**config.mk**
```make
export PLATFORM = sky130hd
export DESIGN_NAME = pipelined_control_unit
export DESIGN_NICKNAME = d
export VERILOG_FILES = /design/src/rtl/pipelined_control_unit.sv
export SDC_FILE = /design/constraint.sdc
export NUM_CORES = 1
export LEC_CHECK = 0
export CORE_MARGIN = 2
export CORE_UTILIZATION = 25
export DETAILED_ROUTE_END_ITERATION = 10
export DONT_BUFFER_PORTS = 1
export PLACE_DENSITY_LB_ADDON = 0.3
export SLEW_MARGIN = 40
export SYNTH_ARGS = -nofsm -noshare
export SYNTH_HDL_FRONTEND = slang
export SYNTH_SLANG_ARGS = --single-unit
```
**constraint.sdc**
```tcl
create_clock -name clk -period 5.59 [get_ports clk]
set_clock_uncertainty 0.2 [all_clocks]
set_input_delay 1.118 -clock clk [delete_from_list [all_inputs] [get_ports clk]]
set_output_delay 1.118 -clock clk [all_outputs]
set_load 0.02 [all_outputs]
```
**src/rtl/pipelined_control_unit.sv**
```systemverilog
// pipelined_control_unit: ID-stage decode with condition check, ID/EX control register, memory handshake sequencer
module pipelined_control_unit #(
  parameter int CMD_W       = 4,
  parameter int MEM_TIMEOUT = 15,
  parameter int TO_W        = 4
) (
  input  logic             clk,
  input  logic             rst_n,
  input  logic             id_valid,
  input  logic [1:0]       mode,
  input  logic [3:0]       opcode,
  input  logic             s_bit,
  input  logic             i_bit,
  input  logic [3:0]       cond,
  input  logic [3:0]       status,
  input  logic             freeze,
  input  logic             flush,
  input  logic             mem_rdy,
  output logic             ex_valid,
  output logic             ex_wb_en,
  output logic             ex_mem_r_en,
  output logic             ex_mem_w_en,
  output logic             ex_b,
  output logic             ex_s,
  output logic             ex_imm,
  output logic [CMD_W-1:0] ex_exe_cmd,
  output logic             ex_illegal,
  output logic             mem_req,
  output logic             stall,
  output logic             mem_timeout
);
  typedef enum logic {S_IDLE, S_WAIT} state_t;
  state_t state, state_n;
  logic [TO_W-1:0] cnt, cnt_n;
  logic to_n;
  logic [3:0] d_cmd;
  logic d_wb, d_r, d_w, d_b, d_s, d_imm, d_ill;
  logic n, z, c, v, base, cond_ok, live, pass, mem_op, at_to;
  logic [CMD_W+7:0] ex_q, ex_d;
  assign {n, z, c, v} = status;
  // Raw field decode; illegal encodings only raise d_ill and are masked below
  always_comb begin
    d_cmd = 4'd0;
    d_wb  = 1'b0;
    d_r   = 1'b0;
    d_w   = 1'b0;
    d_b   = 1'b0;
    d_s   = 1'b0;
    d_imm = 1'b0;
    d_ill = 1'b0;
    case (mode)
      2'd0: begin
        d_imm = i_bit;
        d_wb  = 1'b1;
        d_s   = s_bit;
        case (opcode)
          4'd13:   d_cmd = 4'd1;
          4'd15:   d_cmd = 4'd9;
          4'd4:    d_cmd = 4'd2;
          4'd5:    d_cmd = 4'd3;
          4'd2:    d_cmd = 4'd4;
          4'd6:    d_cmd = 4'd5;
          4'd0:    d_cmd = 4'd6;
          4'd12:   d_cmd = 4'd7;
          4'd1:    d_cmd = 4'd8;
          4'd10:   begin d_cmd = 4'd4; d_wb = 1'b0; d_s = 1'b1; end
          4'd8:    begin d_cmd = 4'd6; d_wb = 1'b0; d_s = 1'b1; end
          default: d_ill = 1'b1;
        endcase
      end
      2'd1: begin
        d_ill = opcode != 4'd4;
        d_cmd = 4'd2;
        d_r   = s_bit;
        d_wb  = s_bit;
        d_w   = !s_bit;
        d_s   = s_bit;
      end
      2'd2: begin
        d_b   = 1'b1;
        d_imm = 1'b1;
      end
      default: d_ill = 1'b1;
    endcase
  end
  // Odd condition codes are the complement of the preceding even code
  always_comb begin
    case (cond[3:1])
      3'd0:    base = z;
      3'd1:    base = c;
      3'd2:    base = n;
      3'd3:    base = v;
      3'd4:    base = c & !z;
      3'd5:    base = n == v;
      3'd6:    base = !z & (n == v);
      default: base = 1'b1;
    endcase
    cond_ok = base ^ cond[0];
  end
  assign live = id_valid & !d_ill;
  assign pass = live & cond_ok;
  assign ex_d = {id_valid, id_valid & d_ill, pass & d_wb, pass & d_r, pass & d_w, pass & d_b, pass & d_s,
                 live & d_imm, live ? CMD_W'(d_cmd) : {CMD_W{1'b0}}};
  assign {ex_valid, ex_illegal, ex_wb_en, ex_mem_r_en, ex_mem_w_en, ex_b, ex_s, ex_imm, ex_exe_cmd} = ex_q;
  assign mem_op  = ex_valid & (ex_mem_r_en | ex_mem_w_en);
  assign at_to   = state == S_WAIT && cnt == TO_W'(MEM_TIMEOUT);
  assign stall   = mem_op & !mem_rdy & !at_to;
  assign mem_req = state == S_WAIT || mem_op;
  // ID/EX register: a pending memory op outranks freeze, which outranks flush
  always_ff @(posedge clk or negedge rst_n) begin
    if (!rst_n) ex_q <= '0;
    else if (!stall && !freeze) ex_q <= flush ? '0 : ex_d;
  end
  // Handshake sequencer state, wait counter and sticky timeout flag
  always_ff @(posedge clk or negedge rst_n) begin
    if (!rst_n) begin
      state       <= S_IDLE;
      cnt         <= '0;
      mem_timeout <= 1'b0;
    end else begin
      state       <= state_n;
      cnt         <= cnt_n;
      mem_timeout <= to_n;
    end
  end
  // Enter WAIT on an unacknowledged op; leave on ack or when the wait budget runs out
  always_comb begin
    state_n = state;
    cnt_n   = cnt;
    to_n    = mem_timeout;
    if (state == S_IDLE) begin
      if (mem_op && !mem_rdy) begin
        state_n = S_WAIT;
        cnt_n   = TO_W'(1);
      end
    end else if (mem_rdy || at_to) begin
      state_n = S_IDLE;
      cnt_n   = '0;
      to_n    = mem_timeout | !mem_rdy;
    end else cnt_n = cnt + TO_W'(1);
  end
endmodule
```
==> flow_metrics.py, run 1 <==
metrics = {
    "clock_tree": {
        "numClockSinks": 18,
        "post_cts_resize_count": 0,
        "clk_pin_slew_ns": 0.07,
        "buffer_type_at_the_clock_tree_root": "sky130_fd_sc_hd__clkbuf_8",
        "clk_path_buf_depth": 2,
        "numCtsBuffers": 3,
        "clk-insertion-delay-late_ns": 0.25,
        "tritoncts": "done",
        "h-tree-depth": 1,
        "cts_setup_buffers": 0,
        "postCtsHoldBufs": 0,
    },
    "logic_synthesis": {
        "mappedNetlistNets": 138,
        "syn_area_sq_mm": 0.00106,
        "postSynthCellCount": 115,
        "synthDistinctLibCells": 38,
        "synthesis.area_per_instance_sq_um": 9.22,
        "post_synth_main_area_contributors": "sky130_fd_sc_hd__dfrtp_1 43%, sky130_fd_sc_hd__nand2_1 4.6%, sky130_fd_sc_hd__a32o_1 3.8%, sky130_fd_sc_hd__o21ai_0 3.3%, sky130_fd_sc_hd__a21oi_1 2.8%",
        "synth_edf_count": 0,
        "postSynth.asyncResetShare_pct": 100,
        "ys_ff_latch": 18,
        "yosysSeqAreaShare_pct": 42.5,
        "synth_flop_cell": "sky130_fd_sc_hd__dfrtp_1",
        "synth_top_area_share_pct": 42.5,
        "synth_top_cell_by_area": "sky130_fd_sc_hd__dfrtp_1",
        "yosys_warnings": 0,
    },
    "drt": {
        "detail_route.vias_per_cell": 5.16,
        "wl_microns": 2450,
        "post_drt_wl_per_cell_microns": 14.9,
        "first_iter_violations": 28,
        "post-route-drc-count": 0,
        "drt.antenna.violating_nets": 0,
        "dr_total_vias": 846,
        "detailedRoute.firstPassIterationCount": 4,
    },
    "placement": {
        "dp_hpwl_microns": 1930,
        "placement.io_buffers": 0,
        "place_congestion": 0.873,
    },
    "floorplan": {
        "design.die.area_sq_mm": 0.00478,
        "floorplan.rows": 23,
        "floorplan.core_area_sq_mm": 0.00403,
        "die_y_microns": 69.1,
        "starting_utilization_of_the_core_area_pct": 26.3,
        "die_width_microns": 69.1,
        "design.portCount": 37,
    },
    "run": {
        "drv.max_cap_violation_count": 0,
    },
    "sta": {
        "final_min_period_over_clock_period_pct": 53.3,
        "finalSetupViolCount": 0,
        "final.min_clock_period_ns": 2.98,
        "grt_setup_unrepaired": "no",
        "timing.max_slew.rel_slack_pct": 56.8,
        "fmaxAchievable_ghz": 0.336,
        "finalSetupTns_ns": 0,
        "tightest_pin_transition_ns": 0.643,
        "final-hold-violation-count": 0,
        "report.final.slew_viol_count": 0,
    },
    "global_routing": {
        "grt_pass1_vias": 903,
        "grt_first_pass_wirelength_microns": 4290,
        "global_route_congestion_overflow_total": 0,
        "gr-usage-all-layers_pct": 11.0,
        "grt_antenna_before_repair": 0,
        "maximum_number_of_pins_on_one_net_before_global_route_repair": 19,
    },
    "pwr": {
        "ir_drop_v": 0.000108,
        "power_leakage_nw": 0.500,
        "pwr_density_cell_mw_per_mm2": 240,
    },
    "layout": {
        "areaGrowthSynthToFinish_pct": 9.33,
        "antenna-diode-count": 0,
        "final_cell_mix": "18 x sky130_fd_sc_hd__dfrtp_1, 13 x sky130_fd_sc_hd__nand2_1, 8 x sky130_fd_sc_hd__nor2_1",
        "fillCellCount": 438,
        "final_nets": 138,
        "final_core_util_pct": 28.8,
        "drive_above_1_share_pct": 8.77,
        "mostFrequentLayoutCell": "sky130_fd_sc_hd__dfrtp_1",
    },
    "worst_setup_path": {
        "reg2reg_slack_ns": 3.20,
        "critical_path_arrival_ns": 1.66,
        "critPathKind": "register to primary output",
        "cp-end-kind": "primary output",
        "crit_path_start_kind": "register",
        "r2r.worst_path.cells": 7,
        "r2r_end": "ex_q[7]",
        "critical_path_peak_fanout": 5,
        "critical_path_required_ns": 4.27,
        "reg2reg_from": "cnt[0]",
    },
    "status": {
        "status": "finished clean",
    },
    "min_path": {
        "holdCritPathClass": "register to register",
        "min_from": "cnt[3]",
        "timing.hold.worst_endpoint": "cnt[3]",
        "whs_path_depth": 1,
    },
}
## layer usage
metal	part of all wire (%)	up-vias	global-route usage [%]
li1	-	422	-
met5	0	-	0
met3	8.5	2	5.12
met1	43	396	13.2
met2	48	26	18.4
met4	0.41	0	1.96
## power breakdown
| group | switching [mW] | leakage, nW | internal [mW] |
|---|---|---|---|
| clock | 0.0446 | 0.0288 | 0.0626 |
| combinational | 0.0149 | 0.225 | 0.0138 |
| sequential | 0.00785 | 0.247 | 0.135 |
## cells by family (layout without fill, tap and decap cells)
family / Yosys count / in the layout / synth area share, %
AND/OR/NAND/NOR: 45 / 45 / 22.6
adder cells (fa/ha/maj): 1 / 1 / 1.18
AO/OA/AOI/OAI: 34 / 34 / 23.3
multiplexers: 1 / 1 / 2.12
XOR/XNOR: 5 / 5 / 4.13
flip-flops: 18 / 18 / 42.5
buffers and inverters: 11 / 10 / 4.25
## how the worst max path moves through the flow
stage	start	cells past startpoint	to
floorplan	mem_rdy	1	stall
global placement	mem_rdy	1	stall
detailed placement	mem_rdy	1	stall
CTS	cnt[0]	3	stall
global route	cnt[0]	3	stall
finish	cnt[0]	3	stall
## state kept, by name, summed over array words and instances, names as in the netlist
register,flops
cnt,4
mem_timeout,1
state,1
ex_q,12
## critical path: stages, from the launching register on
cell and delay [ns]:
sky130_fd_sc_hd__dfrtp_1 0.42, sky130_fd_sc_hd__ha_1 0.24, sky130_fd_sc_hd__and4_4 0.21, sky130_fd_sc_hd__nor3_1 0.54
## area by class of cell
cell class	count	area (sq um)	area share, %
sequential	18	450	38.9
multi-input combinational	86	564	48.7
clock buffer	4	55.1	4.75
tap	50	62.6	5.40
timing repair buffer	1	7.51	0.648
inverter	5	18.8	1.62
## synthesized netlist by cell type (3+ instances only)
cell / n
sky130_fd_sc_hd__a21oi_1: 6
sky130_fd_sc_hd__a32o_1: 4
sky130_fd_sc_hd__clkbuf_1: 3
sky130_fd_sc_hd__dfrtp_1: 18
sky130_fd_sc_hd__inv_1: 5
sky130_fd_sc_hd__nand2_1: 13
sky130_fd_sc_hd__nand2b_1: 4
sky130_fd_sc_hd__nand3_1: 3
sky130_fd_sc_hd__nand3b_1: 3
sky130_fd_sc_hd__nor2_1: 8
sky130_fd_sc_hd__nor3_1: 5
sky130_fd_sc_hd__o21ai_0: 7
sky130_fd_sc_hd__o31ai_1: 4
sky130_fd_sc_hd__xor2_1: 3
## metrics by stage
stage,setup WS (ns),hold slack [ns],cells,power [mW],cell area (sq um)
finish,2.61,0.338,164,0.278,1160
global route,2.53,0.331,164,0.295,1160
CTS,2.60,0.342,164,0.282,1160
detailed placement,2.63,0.326,160,0.174,1100
global placement,2.62,0.323,160,0.173,1100
floorplan,2.66,0.304,115,0.171,1060
(Power assumes the default switching activity.)
==> run 2: changes to the inputs <==
- clock period: 5.59 -> 2.95 ns (I/O delays scaled with it)
==> run 2 against run 1 <==
First-iteration DRC count rose by 18%; worst hold slack got worse by 0.28 ns; largest cell class unchanged; count of clock-buffer cells in the layout did not move; sequential cell count did not move; combinational power rose by 100%; via count rose by 1.5%; highest routed layer unchanged.
==> flow_metrics.py, run 2 (synthesis gave the netlist of run 1 again) <==
metrics = {
    "worst_setup_path": {
        "cp-end-kind": "primary output",
        "crit_path_start_kind": "register",
        "critical_path_arrival_ns": 1.63,
        "critical_path_peak_fanout": 5,
        "critPathKind": "register to primary output",
        "critical_path_required_ns": 2.16,
        "crit_chain": "ha_1 > and4_4 > nor3_1",
        "timing.critical_path.slowest_stage_cell": "sky130_fd_sc_hd__nor3_1",
        "cp_num_buf_inv": 0,
        "critical_path.top_delay_family": "simple AND/OR/NAND/NOR gates",
        "critical-path-max-stage-delay_ns": 0.52,
    },
    "sta": {
        "report.final.slew_viol_count": 0,
        "finalHoldWorstSlack_ns": 0.0580,
        "final_min_period_over_clock_period_pct": 82.1,
        "final.min_clock_period_ns": 2.42,
        "final_critical_path_setup_slack_ns": 0.529,
        "fmaxAchievable_ghz": 0.413,
        "finalSetupViolCount": 0,
        "finalSetupTns_ns": 0,
        "grt_setup_unrepaired": "no",
        "tightest_pin_transition_ns": 0.620,
        "final-hold-violation-count": 0,
        "timing.max_slew.rel_slack_pct": 58.3,
    },
    "layout": {
        "fillCellCount": 438,
        "areaGrowthSynthToFinish_pct": 9.80,
        "drive_above_1_share_pct": 9.57,
        "biggestRegsByFlops": "ex_q: 12 flops, cnt: 4 flops",
        "antenna-diode-count": 0,
        "final_cell_mix": "18 x sky130_fd_sc_hd__dfrtp_1, 13 x sky130_fd_sc_hd__nand2_1, 8 x sky130_fd_sc_hd__nor2_1",
        "multiInputGateArea_sq_um": 564,
        "mostFrequentLayoutCell": "sky130_fd_sc_hd__dfrtp_1",
        "largest_register_ff_count": 12,
        "final_core_util_pct": 28.9,
        "final_nets": 139,
        "final_design_area_no_fill_sq_mm": 0.00116,
        "finalNonFillerCells": 165,
        "register_area_sq_um": 450,
        "regMostFlops": "ex_q",
    },
    "placement": {
        "placement.io_buffers": 0,
        "place_congestion": 0.804,
        "dp_hpwl_microns": 1950,
        "place_ws_ns": 0.774,
        "dpl.cell_count": 160,
        "place_area_sq_mm": 0.00110,
    },
    "drt": {
        "dr_total_vias": 859,
        "detailedRoute.firstPassIterationCount": 4,
        "first_iter_violations": 33,
        "wl_microns": 2500,
        "drt.antenna.violating_nets": 0,
        "detail_route.vias_per_cell": 5.21,
        "post-route-drc-count": 0,
        "post_drt_wl_per_cell_microns": 15.1,
    },
    "floorplan": {
        "starting_utilization_of_the_core_area_pct": 26.3,
        "design.portCount": 37,
        "floorplan.rows": 23,
        "design.die.area_sq_mm": 0.00478,
        "die_width_microns": 69.1,
        "die_y_microns": 69.1,
        "floorplan.core_area_sq_mm": 0.00403,
    },
    "global_routing": {
        "grt_pass1_vias": 866,
        "grt_antenna_before_repair": 0,
        "global_route_congestion_overflow_total": 0,
        "grt_first_pass_wirelength_microns": 4260,
        "maximum_number_of_pins_on_one_net_before_global_route_repair": 19,
        "gr-usage-all-layers_pct": 10.9,
    },
    "clock_tree": {
        "cts_setup_buffers": 0,
        "clk_pin_slew_ns": 0.07,
        "tritoncts": "done",
        "post_cts_resize_count": 0,
        "numClockSinks": 18,
        "numCtsBuffers": 3,
        "postCtsHoldBufs": 1,
        "clk-insertion-delay-late_ns": 0.25,
        "clk_path_buf_depth": 2,
        "buffer_type_at_the_clock_tree_root": "sky130_fd_sc_hd__clkbuf_8",
        "h-tree-depth": 1,
    },
    "pwr": {
        "total_switching_power_uw": 124,
        "combPwrFrac_pct": 11.2,
        "p_total_uw": 525,
        "clock_power_share_pct": 37.5,
        "seq_power_share_pct": 51.3,
        "p_int_uw": 400,
        "pwr_density_cell_mw_per_mm2": 451,
        "power_switching_share_pct": 23.7,
        "ir_drop_v": 0.000173,
        "power_leakage_nw": 0.504,
    },
    "run": {
        "drv.max_cap_violation_count": 0,
    },
    "min_path": {
        "holdCritPathClass": "input pin to async pin",
    },
    "status": {
        "status": "finished clean",
    },
}
[run 2: per-layer routing]
layer | wire, microns | part of all wire, % | GRT usage, %
met1 | 1100 | 44 | 13.3
met2 | 1150 | 46 | 17.1
met3 | 245 | 9.8 | 6.58
met4 | 8 | 0.32 | 1.31
met5 | 0 | 0 | 0
[run 2: layout make-up]
| class | count | share of cell area, % |
|---|---|---|
| sequential | 18 | 38.7 |
| tap | 50 | 5.38 |
| clock buffer | 4 | 4.73 |
| multi-input combinational | 86 | 48.5 |
| timing repair buffer | 2 | 1.08 |
| inverter | 5 | 1.61 |
[run 2: power by group through the flow]
stage | clock [mW] | combinational (mW) | sequential (mW)
6_report | 0.197 | 0.0586 | 0.269
5_1_grt | 0.222 | 0.0670 | 0.270
4_1_cts | 0.204 | 0.0607 | 0.269
3_5_place_dp | 0 | 0.0545 | 0.274
3_3_place_gp | 0 | 0.0533 | 0.274
2_1_floorplan | 0 | 0.0517 | 0.271
[run 2: worst paths after layout]
path / start / to / slack [ns] / cells after the start
worst min-delay path: rst_n / cnt[3] / 0.06 / 1
min in group clk: s_bit / ex_q[7] / 0.24 / 1
worst max register to register: ex_q[7] / ex_q[0] / 0.76 / 5
worst max-delay path: cnt[0] / stall / 0.53 / 3
worst min register to register: cnt[3] / cnt[3] / 0.38 / 1
max in group asynchronous: rst_n / ex_q[5] / 2.21 / 1
==> run 3: changes to the inputs <==
- clock period: 2.95 -> 1.94 ns (I/O delays scaled with it)
==> run 3 against run 2 <==
The run now ends with setup timing left; global-route usage increased by 0.45 points; sequential power grew 50%; register-to-register slack got worse by 0.82 ns; clock power grew 58%; combinational power up 120%; worst setup slack worse by 0.60 ns; count of clock-buffer cells in the layout unchanged; worst hold slack got worse by 0.029 ns.
==> flow_metrics.py, run 3 (synthesis gave the netlist of run 1 again) <==
metrics = {
    "global_routing": {
        "grt_pass1_vias": 869,
        "grt_first_pass_wirelength_microns": 4330,
        "grt_antenna_before_repair": 0,
        "maximum_number_of_pins_on_one_net_before_global_route_repair": 19,
        "global_route_congestion_overflow_total": 0,
        "gr-usage-all-layers_pct": 11.4,
    },
    "drt": {
        "dr_total_vias": 920,
        "wl_microns": 2720,
        "post_drt_wl_per_cell_microns": 15.1,
        "post-route-drc-count": 0,
        "detailedRoute.firstPassIterationCount": 4,
        "first_iter_violations": 17,
        "detail_route.vias_per_cell": 5.11,
        "drt.antenna.violating_nets": 0,
    },
    "pwr": {
        "pwr_density_cell_mw_per_mm2": 632,
        "p_total_uw": 842,
        "power_leakage_nw": 0.607,
        "ir_drop_v": 0.000235,
    },
    "sta": {
        "fmaxAchievable_ghz": 0.498,
        "final_critical_path_setup_slack_ns": -0.0673,
        "final-hold-violation-count": 0,
        "final.min_clock_period_ns": 2.01,
        "finalSetupViolCount": 4,
        "final_min_period_over_clock_period_pct": 103,
        "report.final.slew_viol_count": 0,
        "timing.max_slew.rel_slack_pct": 59.7,
        "tightest_pin_transition_ns": 0.603,
        "grt_setup_unrepaired": "yes",
    },
    "layout": {
        "biggestRegsByFlops": "ex_q: 12 flops, cnt: 4 flops",
        "largest_register_ff_count": 12,
        "final_core_util_pct": 33.1,
        "regMostFlops": "ex_q",
        "drive_above_1_share_pct": 24.6,
        "antenna-diode-count": 0,
        "final_nets": 154,
        "final_cell_mix": "18 x sky130_fd_sc_hd__dfrtp_1, 15 x sky130_fd_sc_hd__buf_4, 13 x sky130_fd_sc_hd__nand2_1",
        "areaGrowthSynthToFinish_pct": 25.7,
        "mostFrequentLayoutCell": "sky130_fd_sc_hd__dfrtp_1",
    },
    "clock_tree": {
        "numClockSinks": 18,
        "clk-insertion-delay-late_ns": 0.25,
        "clk_pin_slew_ns": 0.07,
        "buffer_type_at_the_clock_tree_root": "sky130_fd_sc_hd__clkbuf_8",
        "numCtsBuffers": 3,
        "tritoncts": "done",
        "clk_path_buf_depth": 2,
        "h-tree-depth": 1,
    },
    "status": {
        "status": "complete, but fails checks",
        "violations": "setup timing",
    },
    "worst_setup_path": {
        "critical_path_arrival_ns": 1.42,
        "r2r.worst_path.cells": 6,
        "critical_path_required_ns": 1.35,
        "critPathKind": "register to primary output",
        "cp-end-kind": "primary output",
        "critical_path_peak_fanout": 4,
        "crit_path_start_kind": "register",
    },
    "floorplan": {
        "design.die.area_sq_mm": 0.00478,
        "floorplan.core_area_sq_mm": 0.00403,
        "floorplan.rows": 23,
        "design.portCount": 37,
        "starting_utilization_of_the_core_area_pct": 26.3,
        "die_y_microns": 69.1,
        "die_width_microns": 69.1,
    },
    "placement": {
        "dp_hpwl_microns": 2090,
        "place_congestion": 0.740,
        "place_ws_ns": -0.103,
        "placement.io_buffers": 0,
    },
    "min_path": {
        "holdCritPathClass": "input pin to register",
        "whs_path_depth": 1,
    },
    "run": {
        "drv.max_cap_violation_count": 0,
    },
}
run 3: cell types whose count changed in the layout (fill, tap and decap cells not counted), sizes merged:
| cell | change |
|---|---|
| dlygate4sd3 | +1 |
| buf | +14 |
run 3: through the flow:
stage	instances	hold slack, ns	instance area, sq um	setup TNS (ns)
2_1_floorplan	115	-0.108	1080	-0.159
3_3_place_gp	172	-0.107	1220	-0.112
3_5_place_dp	172	-0.107	1220	-0.551
4_1_cts	178	0.0238	1300	-0.243
5_1_grt	180	0.0227	1330	-0.754
6_report	180	0.0295	1330	-0.185
run 3: final timing paths:
| path | startpoint | endpoint | slack (ns) |
|---|---|---|---|
| min in group asynchronous | rst_n | cnt[3] | 0.40 |
| worst max register to register | cnt[1] | ex_q[7] | -0.06 |
| max in group asynchronous | rst_n | ex_q[8] | 0.85 |
| worst max-delay path | cnt[0] | stall | -0.07 |
| worst min register to register | cnt[3] | cnt[3] | 0.39 |
| worst min-delay path | s_bit | ex_q[7] | 0.03 |
run 3: cell type report:
type                       count  area [sq um]
multi-input combinational     86           618
sequential                    18           450
inverter                       5          18.8
timing repair buffer          17           128
fill                         436          2700
tap                           50          62.6
clock buffer                   4          55.1
run 3: metal layers:
metal	routed length, microns	part of all wire [%]	track usage [%]
met1	1130	42	12.8
met2	1320	49	18.9
met3	243	8.9	6.29
met4	23	0.85	2.61
met5	0	0	0
run 3: worst max-delay path, cell delays in order (launching register included):
cell	delay, ns
sky130_fd_sc_hd__dfrtp_1	0.38
sky130_fd_sc_hd__ha_2	0.19
sky130_fd_sc_hd__and4_4	0.15
sky130_fd_sc_hd__buf_4	0.15
sky130_fd_sc_hd__nor3_2	0.14
sky130_fd_sc_hd__buf_4	0.16
run 3: what timing repair did:
item,in CTS,in global routing
gates resized for setup,3,2
buffers inserted,1,1
setup endpoints to repair,8,9
endpoints found under the hold margin,18,18
pin swaps,0,1
hold buffers,1,1
run 3: power by group:
part           switching (mW)  internal [mW]  total [mW]
Combinational          0.0679         0.0604       0.128
Clock                   0.130          0.180       0.311
Sequential             0.0145          0.388       0.403
Total                   0.213          0.629       0.842
